[src/rtl/bfly_inject_port.sv]
// Injection stage for one sym_butterfly port: it buffers terminal flits, frames wormhole packets and latches each packet's route.
// Define BFLY_FRAME_CHECK_EN to drop stray body flits and flag framing errors on the sticky err output.
module bfly_inject_port #(
    parameter int PORTS         = 64,
    parameter int CHANNEL_WIDTH = 18,
    parameter int FIFO_DEPTH    = 8,
    localparam int ADR_W        = $clog2(PORTS)
) (
    input  logic                     clk,
    input  logic                     rst,
    input  logic [CHANNEL_WIDTH-1:0] in_flit,
    input  logic                     in_valid,
    output logic                     in_ready,
    output logic [CHANNEL_WIDTH-1:0] out_ch,
    output logic                     out_valid,
    input  logic                     out_ready,
    output logic [ADR_W-1:0]         r_adr,
    output logic                     busy,
    output logic                     err
);

    localparam int PTR_W = $clog2(FIFO_DEPTH);
    localparam int CNT_W = PTR_W + 1;

    typedef enum logic {IDLE, SEND} state_t;

    logic [CHANNEL_WIDTH-1:0] mem_q [FIFO_DEPTH];
    logic [PTR_W-1:0]         wr_ptr_q, rd_ptr_q;
    logic [CNT_W-1:0]         count_q;
    state_t                   state_q, state_d;
    logic [ADR_W-1:0]         r_adr_q, r_adr_d;
    logic [CHANNEL_WIDTH-1:0] head_flit;
    logic                     full, empty, push, pop, drop, tail_bit;

    assign full      = (count_q == CNT_W'(FIFO_DEPTH));
    assign empty     = (count_q == '0);
    assign in_ready  = !full;
    assign push      = in_valid && !full;
    assign pop       = (out_valid && out_ready) || drop;
    assign head_flit = mem_q[rd_ptr_q];
    assign tail_bit  = head_flit[CHANNEL_WIDTH-2];
    assign out_ch    = head_flit;
    assign r_adr     = r_adr_q;
    assign busy      = (state_q == SEND);

    // Storage is left unreset: the pointers and count define which entries are live.
    always_ff @(posedge clk) begin
        if (push) begin
            mem_q[wr_ptr_q] <= in_flit;
        end
    end

    always_ff @(posedge clk or posedge rst) begin
        if (rst) begin
            wr_ptr_q <= '0;
            rd_ptr_q <= '0;
            count_q  <= '0;
        end else begin
            if (push) wr_ptr_q <= wr_ptr_q + PTR_W'(1);
            if (pop)  rd_ptr_q <= rd_ptr_q + PTR_W'(1);
            if (push && !pop)      count_q <= count_q + CNT_W'(1);
            else if (!push && pop) count_q <= count_q - CNT_W'(1);
        end
    end

`ifdef BFLY_FRAME_CHECK_EN
    logic head_bit;
    logic err_q, err_d;
    // first_q marks the packet's own head flit, which legitimately carries head=1 in SEND.
    logic first_q, first_d;

    assign head_bit = head_flit[CHANNEL_WIDTH-1];
    assign err      = err_q;

    always_ff @(posedge clk or posedge rst) begin
        if (rst) begin
            err_q   <= 1'b0;
            first_q <= 1'b0;
        end else begin
            err_q   <= err_d;
            first_q <= first_d;
        end
    end
`else
    assign err = 1'b0;
`endif

    always_ff @(posedge clk or posedge rst) begin
        if (rst) begin
            state_q <= IDLE;
            r_adr_q <= '0;
        end else begin
            state_q <= state_d;
            r_adr_q <= r_adr_d;
        end
    end

    always_comb begin
        state_d   = state_q;
        r_adr_d   = r_adr_q;
        out_valid = 1'b0;
        drop      = 1'b0;
`ifdef BFLY_FRAME_CHECK_EN
        err_d     = err_q;
        first_d   = first_q;
`endif
        case (state_q)
            IDLE: begin
                if (!empty) begin
`ifdef BFLY_FRAME_CHECK_EN
                    if (!head_bit) begin
                        drop  = 1'b1;
                        err_d = 1'b1;
                    end else begin
                        r_adr_d = head_flit[ADR_W-1:0];
                        state_d = SEND;
                        first_d = 1'b1;
                    end
`else
                    r_adr_d = head_flit[ADR_W-1:0];
                    state_d = SEND;
`endif
                end
            end
            SEND: begin
                out_valid = !empty;
                if (out_valid && out_ready) begin
`ifdef BFLY_FRAME_CHECK_EN
                    first_d = 1'b0;
                    if (head_bit && !first_q) err_d = 1'b1;
`endif
                    if (tail_bit) state_d = IDLE;
                end
            end
        endcase
    end

endmodule
[config.mk]
export PLATFORM = sky130hd
export DESIGN_NAME = bfly_inject_port
export DESIGN_NICKNAME = d
export VERILOG_FILES = /design/src/rtl/bfly_inject_port.sv
export SDC_FILE = /design/constraint.sdc
export NUM_CORES = 1
export LEC_CHECK = 0
export ABC_AREA = 0
export BUFFER_PORTS_ARGS = -buffer_cell sky130_fd_sc_hd__buf_2
export CORE_AREA = 2 2 113 115
export DETAILED_ROUTE_END_ITERATION = 10
export DIE_AREA = 0 0 115 117
export PLACE_DENSITY_LB_ADDON = 0.25
export SLEW_MARGIN = 20
export SYNTH_ARGS = -nofsm -noshare
export SYNTH_HDL_FRONTEND = slang
export SYNTH_SLANG_ARGS = --single-unit
[constraint.sdc]
create_clock -name clk -period 2.8 [get_ports clk]
set_clock_uncertainty 0.05 [all_clocks]
set_input_delay 0.56 -clock clk [delete_from_list [all_inputs] [get_ports clk]]
set_output_delay 0.56 -clock clk [all_outputs]
set_load 0.05 [all_outputs]
== Word-level counts from Yosys, hierarchy flattened ==
Memories as Yosys holds them, arrays and structs flattened.
Cells that the tools add are included.

* Memories kept: 1
* Bits in registers: 17
* Output and inout bits: 28
* Bits in writable memories: 144

* Bitwise gates (word level): 2
* Eq/ne operators: 1
* Add/sub/neg operators: 4
* Reduce and logical (&&, ||, !) cells: 12
* Mux-type cells: 9

{| class="wikitable"
|+ Memories
! memory !! depth !! width !! read ports !! clocked after Yosys merged registers in !! write ports !! line !! RTL
|-
| mem_q || 8 || 18 || 1 || 0 || 1 || 27 || <nowiki>logic [CHANNEL_WIDTH-1:0] mem_q [FIFO_DEPTH];</nowiki>
|}

{| class="wikitable"
|+ Operators with widths
! operator !! number
|-
| $mux 4 || 2
|-
| $add 3x1->3 const B || 2
|-
| $mux 1 || 6
|-
| $logic_and 1x1->1 || 5
|-
| $add 4x1->4 const B || 1
|-
| $eq 4x4->1 const B || 1
|-
| $logic_not 1->1 || 4
|-
| $logic_not 4->1 || 1
|-
| $sub 4x1->4 const B || 1
|-
| $not 1->1 || 2
|-
| $pmux 1 s2 || 1
|-
| $reduce_and 2->1 || 1
|-
| $reduce_bool 2->1 || 1
|}

== Logic depth before layout (Yosys ltp) ==
* Word-level depth: 7
* Depth in mapped cells: 10
* Depth with buffers taken out: 10

== Worst setup path after synthesis ==
Ideal clock, no wire load.

* Kind: flip-flop to flip-flop
* Start: reg state_q, in the netlist busy
* End: reg count_q[3]
* Path slack: -0.684 ns
* Arrival: 3.308 ns
* Stages on the path, launching flop included: 10
* Path buffers: 0
* Library setup time: 0.126 ns
* Required time: 2.624 ns
* Clock period less this slack: 3.484 ns
* Path through: dfrtp_1 nor2b_1 nand2_1 ha_1 inv_1 ha_1 a21o_1 a2111oi_0 a31oi_1 a221o_1

* Word-level cells in the longest chain between the ends: 5
* Elaborated cells on any way between the ends: 7
* Those cells by class: mux: 2; reduce/logical: 5

{| class="wikitable"
|+ RTL lines
! element !! line !! RTL
|-
| from (decl) || 30 || <nowiki>state_t state_q, state_d;</nowiki>
|-
| from (signal assigned) || 93 || <nowiki>state_q <= state_d;</nowiki>
|-
| $mux 1 (*) || 107 || <nowiki>case (state_q)</nowiki>
|-
| via out_valid || 15 || <nowiki>output logic out_valid,</nowiki>
|-
| $logic_and 1x1->1 (*) || 39 || <nowiki>assign pop = (out_valid && out_ready) || drop;</nowiki>
|-
| $logic_not 1->1 || 61 || <nowiki>if (push && !pop) count_q <= count_q + CNT_W'(1);</nowiki>
|-
| $logic_and 1x1->1 || 61 ||
|-
| $mux 4 or $reduce_bool 2->1 (tied branches) || -- ||
|-
| to (signal assigned) || 61 ||
|-
| to (signal assigned) || 62 || <nowiki>else if (!push && pop) count_q <= count_q - CNT_W'(1);</nowiki>
|-
| to (decl) || 29 || <nowiki>logic [CNT_W-1:0] count_q;</nowiki>
|}

Mark *: on every way through the listed nets, which the timed path passes. The rest lies on a longest branch.
A chain may end at the register's enable or synchronous reset.

== Final worst setup path ==
* Start: reg count_q[2]
* End: reg count_q[3]

* Elaborated cells on any way between the ends: 16
* Those cells by class: add/sub: 2; eq/ne: 1; mux: 3; reduce/logical: 10

{| class="wikitable"
|+ RTL lines
! element !! line !! RTL
|-
| $eq 4x4->1 (*) || 35 || <nowiki>assign full = (count_q == CNT_W'(FIFO_DEPTH));</nowiki>
|-
| $logic_not 1->1 (*) || 38 || <nowiki>assign push = in_valid && !full;</nowiki>
|-
| $logic_and 1x1->1 (*) || 38 ||
|-
| via push || 33 || <nowiki>logic full, empty, push, pop, drop, tail_bit;</nowiki>
|-
| $logic_not 1->1 || 62 ||
|-
| $logic_and 1x1->1 || 62 ||
|-
| $reduce_bool 2->1 (no line) || -- ||
|}

Mark *: on every way through the listed nets, which the timed path passes. The rest lies on a longest branch. The select of a mux whose other input is x is not followed.

==> results.yml <==
status:
  outcome: "finished, final reports clean"
grt:
  grt_use_total_pct: 18.71
  grt_remaining_overflow: 0
  grt_pass1_wl_um: 17750
  antenna_found_initial: 0
  grt_max_degree: 31
  first_global_vias: 3224
synth:
  synthTopCellsByCount: "edfxtp_1 (144), mux2_2 (23), mux4_2 (22)"
  synth_seq_cells: 161
  ys.flop_type: "edfxtp_1"
  synth_top_area_share_pct: 67.25
  postSynth.asyncResetShare_pct: 10.56
  synthesis.nets: 347
  synth-seq-area-share_pct: 73.87
  ys_warn_count: 0
  mappedNetlistArea_mm2: 0.006430
  synth.most_common_cell: "edfxtp_1"
  synthCells: 319
  postSynthAreaPerCell_um2: 20.16
  ys_types: 38
  synth_area_leaders: "edfxtp_1 (67%), mux4_2 (7.7%), dfrtp_1 (6.6%)"
  synth_area_leader_cell: "edfxtp_1"
  synth-edff-count: 144
place:
  dp_cells: 521
  dp_worst_setup_slack_ns: 0.006498
  gp_congestion: 0.7173
  port_buffers: 48
  dpl.hpwl_um: 7177
  place_area_mm2: 0.006955
die:
  die-height_um: 117
  die_area_mm2: 0.01346
  core.rowCount: 41
  die_w_um: 115
  num_io_pins: 50
  core_mm2: 0.01231
  start_util_pct: 52.23
clocking:
  clk_pin_slew_ns: 0.06
  cts_tree: "built"
  cts_sinks: 161
  htree_num_levels: 4
  cts_root_buf: "clkbuf_16"
  cts_buffers: 17
  worstSkewPairLatency_ns: 0.41
  clockBufferDepth: 2
layout:
  fin_area_mm2: 0.007646
  diodes: 0
  area_delta_synth_final_pct: 18.91
  fin_util_pct: 62.10
  multi_input_area_mm2: 0.001634
  instances_no_fill: 562
  layout.area.seq_mm2: 0.004755
  layout.nets: 427
  drive_gt1_share_pct: 43.93
  fillers: 879
worst_setup_path:
  worstPathRequired_ns: 3.04
  crit_fanout: 5
  r2r_start: "count_q[2]"
  crit_path_end_kind: "flop"
  arrival_ns: 3.01
  r2r_slack_ns: 0.03
  r2r_cells: 10
  timing.rr.end: "count_q[3]"
  worstSetupStartpointType: "flop"
  crit_type: "flop to flop"
timing:
  post-route-period-util_pct: 98.98
  tightest_slew_ns: 1.002
  worst_slack_ns: 0.02863
  setup_viol: 0
  slew-limit-headroom_pct: 32.94
  hold_viol: 0
  grt_setup_unrepaired: "true"
  max_freq_mhz: 360.8
  min_period_ns: 2.771
  report.final.slew_viol_count: 0
power_and_ir_drop:
  ir_worst_vdd_uv: 586.8
  power_leakage_nw: 2.694
  power_per_cell_area_mw_per_mm2: 1219
  power_mw: 9.321
routing:
  drtIter0Drc: 212
  drc: 0
  dr.pass1.iters: 4
  wl_um: 11770
  vias: 3152
  viasPerCell: 5.609
  wl_per_cell_um: 20.94
  detail-route-antenna-nets: 0
hold_path:
  min_path_type: "input pin to async pin"
job:
  drv_cap: 0
==> report_power, final <==
| part | internal [mW] | switching, mW | total, mW |
|---|---|---|---|
| registers | 3.08 | 0.197 | 3.27 |
| clock network | 1.31 | 0.867 | 2.18 |
| logic | 1.48 | 2.39 | 3.87 |
==> worst max-delay path, stage by stage, from the launching register on <==
cell       delay [ns]
dfrtp_1          0.38
or4b_4           0.58
nand2_4          0.10
inv_2            0.06
ha_4             0.18
inv_4            0.06
ha_1             0.23
a21o_1           0.24
a2111oi_4        0.34
a31oi_1          0.08
a221o_1          0.33
==> logic make-up after synthesis <==
family	synth area share, %
XOR/XNOR	0.6810
flip-flops	73.87
other	0.05832
AO/OA/AOI/OAI	3.464
multiplexers	15.68
AND/OR/NAND/NOR	2.899
adder cells (fa/ha/maj)	1.284
buffers and inverters	2.063
==> cell type report <==
cell class | instances | share of cell area [%]
multi-input combinational | 141 | 21.37
inverter | 3 | 0.1800
timing repair buffer | 75 | 6.382
clock buffer | 23 | 6.382
sequential | 161 | 62.18
clock inverter | 9 | 1.047
tap | 150 | 2.455
==> cells in the final DEF, fill, tap and decap left out, drive strengths merged, types with 2 or more instances in the layout <==
cell type | synthesis | layout
inv | 3 | 4
buf | 9 | 73
mux4 | 22 | 22
edfxtp | 144 | 144
o21ai | 2 | 2
mux2 | 32 | 32
xnor2 | 5 | 5
o22ai | 6 | 6
nor4 | 2 | 2
nand2 | 13 | 13
clkinv | 0 | 4
a221oi | 6 | 6
nand2b | 5 | 5
ha | 5 | 5
clkinvlp | 0 | 3
dfrtp | 17 | 17
mux2i | 13 | 13
a2111oi | 2 | 2
nor2b | 4 | 4
clkbuf | 5 | 25
nor2 | 9 | 9
nor3 | 4 | 4
==> how the worst max path moves through the flow <==
stage                           from         end  slack (ns)  depth (start not counted)
after floorplan           count_q[0]  count_q[3]        0.05                         10
after global placement    count_q[0]  count_q[3]        0.12                         10
after detailed placement  count_q[0]  count_q[3]       0.006                         10
after CTS                 count_q[0]  count_q[3]        0.02                         10
after global routing      count_q[2]  count_q[3]       -0.06                         10
final                     count_q[2]  count_q[3]        0.03                         10
==> state kept, by name, indices dropped and copies added, names as in the netlist <==
| register | count |
|---|---|
| mem_q | 144 |
| r_adr | 6 |
| count_q | 4 |
| rd_ptr_q | 3 |
| wr_ptr_q | 3 |
| busy | 1 |
==> metal layers <==
| layer | routed length (um) | share of wire (%) | GRT usage, % | up-vias |
|---|---|---|---|---|
| met4 | 131 | 1.1 | 5.783 | 0 |
| met1 | 5133 | 44 | 23.37 | 1631 |
| met5 | 0 | 0 | 0 | - |
| met2 | 6106 | 52 | 31.61 | 66 |
| met3 | 398 | 3.4 | 5.922 | 11 |
| li1 | - | - | - | 1444 |
==> per-stage QoR <==
stage	TNS (ns)	hold WS [ns]
floorplan	0	0.4341
global placement	0	0.4347
detailed placement	0	0.4406
CTS	0	0.2344
global route	-0.06048	0.2617
finish	0	0.2285
==> repair_timing <==
item,4_1_cts,5_1_grt
gates cloned,0,1
setup endpoints to repair,3,6
setup buffers,4,4
gates resized for setup,1,8
hold buffers,0,0
pin swaps,0,5
Note: power is estimated with default switching activity, not from simulation.
